### src/rtl/ula_operand_loader.sv
// Sequences operand A, operand B and the op code from one switch bank and a debounced ENTER button.
// Issues one go pulse to the ULA and latches its result for the LEDs.
module ula_operand_loader #(
  parameter int unsigned DEBOUNCE_CYCLES = 50000,
  parameter int unsigned CNT_W           = 16
) (
  input  logic       clk,
  input  logic       rst_n,
  input  logic [3:0] sw,
  input  logic       btn_enter,
  input  logic       btn_clr,
  output logic [3:0] a_out,
  output logic [3:0] b_out,
  output logic [2:0] sel_out,
  output logic       go,
  input  logic [3:0] result_in,
  output logic [3:0] result_q,
  output logic [2:0] stage,
  output logic       op_err
);

  typedef enum logic [2:0] {StLoadA, StLoadB, StLoadOp, StExec, StCapt, StShow} state_e;

  localparam logic [CNT_W-1:0] CntMax = CNT_W'(DEBOUNCE_CYCLES - 1);

  // Bit 0 is ENTER, bit 1 is CLEAR.
  logic [1:0]       raw;
  logic [1:0]       sync1_q, sync2_q, filt_q, filt_d, filt_prev_q, press;
  logic [CNT_W-1:0] cnt_q [2];
  logic [CNT_W-1:0] cnt_d [2];

  state_e     state_q, state_d;
  logic [3:0] a_q, a_d, b_q, b_d, res_q, res_d;
  logic [2:0] sel_q, sel_d;
  logic       go_q, go_d, err_q, err_d;

  assign raw   = {btn_clr, btn_enter};
  assign press = filt_q & ~filt_prev_q;

  always_comb begin
    for (int i = 0; i < 2; i++) begin
      filt_d[i] = filt_q[i];
      cnt_d[i]  = '0;
      if (sync2_q[i] != filt_q[i]) begin
        if (cnt_q[i] == CntMax) filt_d[i] = sync2_q[i];
        else                    cnt_d[i]  = cnt_q[i] + 1'b1;
      end
    end
  end

  always_ff @(posedge clk or negedge rst_n) begin
    if (!rst_n) begin
      sync1_q     <= '0;
      sync2_q     <= '0;
      filt_q      <= '0;
      filt_prev_q <= '0;
      cnt_q[0]    <= '0;
      cnt_q[1]    <= '0;
    end else begin
      sync1_q     <= raw;
      sync2_q     <= sync1_q;
      filt_q      <= filt_d;
      filt_prev_q <= filt_q;
      cnt_q[0]    <= cnt_d[0];
      cnt_q[1]    <= cnt_d[1];
    end
  end

  always_comb begin
    state_d = state_q;
    a_d     = a_q;
    b_d     = b_q;
    sel_d   = sel_q;
    res_d   = res_q;
    go_d    = 1'b0;
    err_d   = 1'b0;
    // CLEAR outranks ENTER; operands are deliberately kept.
    if (press[1]) begin
      state_d = StLoadA;
      res_d   = '0;
    end else begin
      case (state_q)
        StLoadA: if (press[0]) begin
          a_d     = sw;
          state_d = StLoadB;
        end
        StLoadB: if (press[0]) begin
          b_d     = sw;
          state_d = StLoadOp;
        end
        StLoadOp: if (press[0]) begin
          if (sw[2:0] <= 3'd5) begin
            sel_d   = sw[2:0];
            go_d    = 1'b1;
            state_d = StExec;
          end else begin
            err_d = 1'b1;
          end
        end
        StExec: state_d = StCapt;
        StCapt: begin
          res_d   = result_in;
          state_d = StShow;
        end
        StShow: if (press[0]) state_d = StLoadA;
        default: state_d = StLoadA;
      endcase
    end
  end

  always_ff @(posedge clk or negedge rst_n) begin
    if (!rst_n) begin
      state_q <= StLoadA;
      a_q     <= '0;
      b_q     <= '0;
      sel_q   <= '0;
      res_q   <= '0;
      go_q    <= 1'b0;
      err_q   <= 1'b0;
    end else begin
      state_q <= state_d;
      a_q     <= a_d;
      b_q     <= b_d;
      sel_q   <= sel_d;
      res_q   <= res_d;
      go_q    <= go_d;
      err_q   <= err_d;
    end
  end

  always_comb begin
    case (state_q)
      StLoadA:  stage = 3'b001;
      StLoadB:  stage = 3'b010;
      StLoadOp: stage = 3'b100;
      default:  stage = 3'b000;
    endcase
  end

  assign a_out    = a_q;
  assign b_out    = b_q;
  assign sel_out  = sel_q;
  assign result_q = res_q;
  assign go       = go_q;
  assign op_err   = err_q;

endmodule

### config.mk
export PLATFORM = sky130hd
export DESIGN_NAME = ula_operand_loader
export DESIGN_NICKNAME = d
export VERILOG_FILES = /design/src/rtl/ula_operand_loader.sv
export SDC_FILE = /design/constraint.sdc
export NUM_CORES = 1
export LEC_CHECK = 0
export CORE_MARGIN = 2
export CORE_UTILIZATION = 45
export CTS_BUF_LIST = sky130_fd_sc_hd__clkbuf_8
export DETAILED_ROUTE_END_ITERATION = 8
export PLACE_DENSITY = 0.67
export SLEW_MARGIN = 20
export SYNTH_ARGS = -nofsm -noshare
export SYNTH_HDL_FRONTEND = slang
export SYNTH_SLANG_ARGS = --single-unit
### constraint.sdc
create_clock -name clk -period 5.1 [get_ports clk]
set_input_delay 1.02 -clock clk [delete_from_list [all_inputs] [get_ports clk]]
set_output_delay 1.02 -clock clk [all_outputs]
set_load 0.01 [all_outputs]
==> run_results.csv, run 1 <==
group,metric,value,unit
setup_path,crit_fanout,8,
route,routed_wl,4650,microns
setup_path,crit_start,"state_q[0]",
clock_tree,clock_latency,0.33,ns
floorplanning,start_util,45.8,%
logic_synthesis,syn_nets,255,
floorplanning,die_w,81.0,microns
hold_path,hold_class,"reg -> reg",
timing,fmax,0.359,GHz
timing,relSlewSlack,43.4,%
placed_design,place_congestion,0.802,
power_and_ir_drop,p_int,0.704,mW
setup_path,cp_slowest_cell,"clkdlybuf4s50_1",
setup_path,r2r-start,"cnt_q[16]",
setup_path,ff2ff_path_depth,4,
route,viasPerCell,5.11,
global_route,grt_overflow_total,0,
route,ant_nets,0,
setup_path,r2r-end,"cnt_q[22]",
clock_tree,clockBufferDepth,2,
final_layout,stdcell_area,3210,sq um
timing,fin_crit,2.79,ns
global_route,grt_max_degree,61,
setup_path,cp-start-kind,"flop",
clock_tree,cts_root_buf,"clkbuf_8",
clock_tree,numCtsBuffers,9,
power_and_ir_drop,power_density,281,nW/um^2
global_route,grt_usage,15.9,%
clock_tree,clock-sinks,60,
timing,fin_crit_sh,54.6,%
final_layout,nNetsFinal,292,
timing,clock_skew,0.00314,ns
final_layout,fillers,520,
route,drtPass1Iterations,4,
setup_path,critPathCaptureType,"primary output",
power_and_ir_drop,seqPwrFrac,54.8,%
clock_tree,hold_buffers,0,
logic_synthesis,yosys_warnings,0,
setup_path,crit_end,"stage[1]",
timing,final-hold-violation-count,0,
clock_tree,postCtsSetupBuffers,0,
timing,setup_viol,0,
route,drc,0,
power_and_ir_drop,clock_power_share,40.1,%
route,wl_per_cell,13.0,microns
outcome,status,"finished, final reports clean",
floorplanning,core,5820,sq um
logic_synthesis,syn_inst,241,
final_layout,drive_gt1_share,11.3,%
clock_tree,htreeDepth,3,
global_route,grt_pass1_wl,7970,microns
logic_synthesis,ys_seq_elements,60,
logic_synthesis,postSynthAreaPerCell,11.1,sq um
clock_tree,path_clk_slew,0.06,ns
placed_design,placed_area,3040,sq um
placed_design,io_buffers,31,
run,cap_violations,0,
clock_tree,cts_tree,"yes",
final_layout,final_util,55.1,%
logic_synthesis,yosysSeqAreaShare,56.3,%
final_layout,syn2layout_area_growth,20.3,%
floorplanning,dieArea,6550,sq um
setup_path,required,4.08,ns
floorplanning,die_h,81.0,microns
placed_design,dpl.hpwl,3220,microns
power_and_ir_drop,combPwrFrac,5.1,%
logic_synthesis,yosysUniqueCellTypes,33,
setup_path,path_buf_inv,1,
floorplanning,num_rows,28,
route,vias,1823,
final_layout,final_common_cell,"dfrtp_1",
final_layout,layout_common_cells,"60 x dfrtp_1, 40 x nor2_1, 30 x clkdlybuf4s50_1",
floorplanning,pin_count,32,
clock_tree,cts_resized,0,
setup_path,crit_type,"reg -> out",
power_and_ir_drop,sw_frac_of_total,21.9,%
setup_path,slowest_delay,0.60,ns
timing,rsz0062_at_grt,"false",
route,drtIter0Drc,64,
timing,slew_viol_final,0,
timing,fin_ws,2.31,ns
power_and_ir_drop,p_switching,0.197,mW
final_layout,num_antenna_cells,0,
global_route,grt_pass1_vias,1745,
global_route,antenna_found_initial,0,
setup_path,ff2ff_setup_slack,3.01,ns
setup_path,cp_top_family,"buffers and inverters",
setup_path,cp.arrival,1.77,ns
timing,finalSetupTns,0,ns
power_and_ir_drop,ir_worst_vdd,0.131,mV
setup_path,path_cells,"nor3b_1 > clkdlybuf4s50_1",
setup_path,cp.depth,2,
logic_synthesis,netlist_area,2670,sq um
power_and_ir_drop,p_leak,1.35,nW
placed_design,post-place-ws,2.65,ns
timing,worst_pin_slew,0.846,ns
sequential cells by signal (all words and copies together) (netlist names), 3 cells and up:
name / flops
result_q: 4
state_q: 3
cnt_q: 32
a_out: 4
b_out: 4
sel_out: 3
logic make-up after synthesis:
logic type,synth area share (%)
DFF,56.3
adders and majority gates,0.939
buffers and inverters,2.11
xor gates and xnor gates,9.20
muxes,6.15
AOI/OAI and AO/OA,4.04
and+or+nand+nor,21.2
worst reg2reg max path, delay by kind of cell, from the launching register on:
| family | cells | cell delay, ns |
|---|---|---|
| AO/OA/AOI/OAI | 1 | 0.90 |
| adder cells (fa/ha/maj) | 1 | 0.20 |
| flip-flops | 1 | 0.41 |
| AND/OR/NAND/NOR | 2 | 0.43 |
stage by stage:
stage / total power [mW] / cells / hold WS [ns]
2_1_floorplan: 0.517 / 241 / 0.331
3_3_place_gp: 0.548 / 342 / 0.335
3_5_place_dp: 0.550 / 342 / 0.335
4_1_cts: 0.915 / 357 / 0.349
5_1_grt: 0.941 / 357 / 0.359
6_report: 0.901 / 357 / 0.348
synth_stat cells:
| cell | count | share of area, % |
|---|---|---|
| buf_2 | 3 | 0.56 |
| a31o_2 | 1 | 0.33 |
| nand4_1 | 8 | 1.9 |
| a21oi_1 | 7 | 1.3 |
| and4_1 | 1 | 0.33 |
| nor3_1 | 8 | 1.5 |
| nand3b_1 | 2 | 0.56 |
| nand3_1 | 15 | 2.8 |
| mux2i_1 | 4 | 1.5 |
| mux2_2 | 11 | 4.6 |
| o21ai_0 | 2 | 0.38 |
| inv_1 | 6 | 0.85 |
| nor2b_1 | 3 | 0.70 |
| buf_6 | 1 | 0.42 |
| nor3b_1 | 1 | 0.28 |
| ha_1 | 2 | 0.94 |
| xor2_1 | 10 | 3.3 |
| nor3b_2 | 2 | 0.94 |
| clkbuf_1 | 2 | 0.28 |
| and3_2 | 1 | 0.28 |
| and2_1 | 2 | 0.47 |
| and3_1 | 2 | 0.47 |
| a211o_1 | 1 | 0.33 |
| o22a_1 | 2 | 0.66 |
| nand2_1 | 12 | 1.7 |
| and4b_1 | 1 | 0.38 |
| nor4_1 | 8 | 1.9 |
| xnor2_1 | 18 | 5.9 |
| nor4b_1 | 3 | 0.99 |
| or3b_4 | 1 | 0.42 |
| nor2_1 | 40 | 5.6 |
| dfrtp_1 | 60 | 56 |
| o41ai_4 | 1 | 1.0 |
power groups by stage:
stage               clock network [mW]  logic [mW]  registers (mW)
floorplan                            0      0.0144           0.503
global placement                     0      0.0467           0.502
detailed placement                   0      0.0477           0.502
CTS                              0.374      0.0479           0.493
global route                     0.394      0.0524           0.494
finish                           0.361      0.0463           0.493
routing by layer:
layer | GRT usage, % | up-vias | wire, microns
li1 | - | 903 | -
met1 | 21.3 | 869 | 2310
met2 | 23.9 | 44 | 2030
met3 | 4.89 | 7 | 227
met4 | 7.12 | 0 | 78
met5 | 0 | - | 0
area by class of cell:
cell class | count | area, sq um | area share, %
multi-input combinational | 169 | 1110 | 34.5
sequential | 60 | 1500 | 46.8
tap | 75 | 93.8 | 2.93
timing repair buffer | 32 | 313 | 9.75
clock buffer | 11 | 151 | 4.72
inverter | 6 | 22.5 | 0.702
clock inverter | 4 | 17.5 | 0.546
worst min path at each step:
stage                     from    endpoint  slack (ns)  depth (start not counted)
floorplan           sync1_q[0]  sync2_q[0]        0.33                          0
detailed placement  sync1_q[0]  sync2_q[0]        0.33                          0
finish              sync1_q[0]  sync2_q[0]        0.35                          0
global placement    sync1_q[1]  sync2_q[1]        0.34                          0
CTS                 sync1_q[0]  sync2_q[0]        0.35                          0
global route        sync1_q[1]  sync2_q[1]        0.36                          0
Note: power is estimated with default switching activity, not from simulation.
==> run 2, diff against run 1 <==
--- a/config.mk
+++ b/config.mk
@@ -9,7 +9,7 @@
 export CORE_UTILIZATION = 45
 export CTS_BUF_LIST = sky130_fd_sc_hd__clkbuf_8
 export DETAILED_ROUTE_END_ITERATION = 8
-export PLACE_DENSITY = 0.67
+export PLACE_DENSITY = 0.69
 export SLEW_MARGIN = 20
 export SYNTH_ARGS = -nofsm -noshare
 export SYNTH_HDL_FRONTEND = slang
==> constraint.sdc (replaced) <==
create_clock -name clk -period 2.5 [get_ports clk]
set_input_delay 0.5 -clock clk [delete_from_list [all_inputs] [get_ports clk]]
set_output_delay 0.5 -clock clk [all_outputs]
set_load 0.01 [all_outputs]
==> run_results.csv, run 2 (synthesized netlist as in run 1, its figures left out) <==
group,metric,value,unit
outcome,status,"finished, final reports clean",
power_and_ir_drop,power,1.87,mW
timing,setup_viol,0,
route,routed_wl,4820,microns
route,viasPerCell,5.18,
route,drtPass1Iterations,4,
final_layout,final_common_cell,"dfrtp_1",
timing,fin_crit_sh,90.5,%
placed_design,io_buffers,31,
timing,finalSetupTns,0,ns
global_route,grt_overflow_total,0,
power_and_ir_drop,power_density,577,nW/um^2
global_route,grt_usage,16.0,%
hold_path,hold_class,"in -> async",
global_route,grt_max_degree,34,
setup_path,crit_fanout,8,
power_and_ir_drop,p_leak,1.36,nW
final_layout,largest_reg_flops,32,
timing,fin_crit,2.26,ns
clock_tree,cts_tree,"yes",
global_route,grt_pass1_vias,1723,
clock_tree,clock_latency,0.33,ns
final_layout,fillers,505,
clock_tree,cts_resized,0,
placed_design,dpl.hpwl,3360,microns
placed_design,post-place-ws,0.567,ns
clock_tree,hold_buffers,0,
final_layout,nNetsFinal,294,
power_and_ir_drop,ir_worst_vdd,0.356,mV
run,cap_violations,0,
global_route,grt_pass1_wl,7860,microns
route,vias,1854,
floorplanning,die_h,81.0,microns
floorplanning,start_util,45.8,%
clock_tree,path_clk_slew,0.06,ns
clock_tree,cts_root_buf,"clkbuf_8",
clock_tree,clockBufferDepth,2,
setup_path,critPathCaptureType,"primary output",
timing,relSlewSlack,57.7,%
timing,final-hold-violation-count,0,
floorplanning,core,5820,sq um
final_layout,drive_gt1_share,12.4,%
final_layout,num_antenna_cells,0,
floorplanning,pin_count,32,
final_layout,layout_common_cells,"60 x dfrtp_1, 40 x nor2_1, 30 x clkdlybuf4s50_1",
route,drtIter0Drc,88,
timing,fin_ws,0.238,ns
route,wl_per_cell,13.5,microns
floorplanning,num_rows,28,
setup_path,required,2.00,ns
timing,fin_hold_ws,0.180,ns
clock_tree,postCtsSetupBuffers,0,
clock_tree,htreeDepth,3,
timing,rsz0062_at_grt,"false",
route,ant_nets,0,
final_layout,syn2layout_area_growth,21.6,%
final_layout,largest-register,"cnt_q",
floorplanning,die_w,81.0,microns
placed_design,place_congestion,0.829,
clock_tree,numCtsBuffers,9,
timing,fmax,0.442,GHz
timing,slew_viol_final,0,
setup_path,cp.arrival,1.76,ns
final_layout,final_util,55.7,%
setup_path,crit_type,"reg -> out",
timing,clock_skew,0.00541,ns
floorplanning,dieArea,6550,sq um
route,drc,0,
global_route,antenna_found_initial,0,
timing,worst_pin_slew,0.629,ns
clock_tree,clock-sinks,60,
setup_path,cp-start-kind,"flop",
==> run 2: changes by cell type in the layout (fill, tap and decap cells not counted), sizes merged <==
| cell | before | now |
|---|---|---|
| inv | 8 | 6 |
| buf | 2 | 4 |
| clkbuf | 11 | 12 |
==> run 2: path summary, 6_finish.rpt <==
kind | end | cells past startpoint | slack (ns) | start
max in group asynchronous | filt_prev_q[0] | 2 | 1.72 | rst_n
worst max register to register | cnt_q[25] | 5 | 0.65 | cnt_q[16]
worst min-delay path | result_q[2] | 1 | 0.18 | rst_n
worst min register to register | sync2_q[0] | 0 | 0.35 | sync1_q[0]
worst max-delay path | stage[1] | 2 | 0.24 | state_q[0]
min in group clk | sync2_q[0] | 0 | 0.35 | sync1_q[0]
==> run 2: routing by layer <==
metal	GRT usage [%]	routed length, microns
met5	0	0
met4	7.63	90
met3	5.11	223
met2	24.7	2300
met1	20.5	2210
==> run 2: worst max-delay path, cell delays in order, from the launching register on <==
cell and delay (ns):
dfrtp_1 0.49, nor3b_1 0.34, clkdlybuf4s50_1 0.60
==> run 2: final cells by class <==
type | count | area [sq um] | area share [%]
Clock inverter | 2 | 10.0 | 0.309
Tap cell | 75 | 93.8 | 2.90
Inverter | 6 | 22.5 | 0.695
Clock buffer | 12 | 165 | 5.10
Multi-Input combinational cell | 169 | 1110 | 34.2
Sequential cell | 60 | 1500 | 46.3
Timing Repair Buffer | 34 | 340 | 10.5
==> run 2: power breakdown <==
part	switching (mW)	internal [mW]
registers	0.0146	0.992
logic	0.0490	0.0497
clock network	0.340	0.426
==> run 2: through the flow <==
step,area [sq um],cells
2_1_floorplan,2670,241
3_3_place_gp,3070,344
5_1_grt,3240,358
6_report,3240,358
3_5_place_dp,3070,344
4_1_cts,3240,358
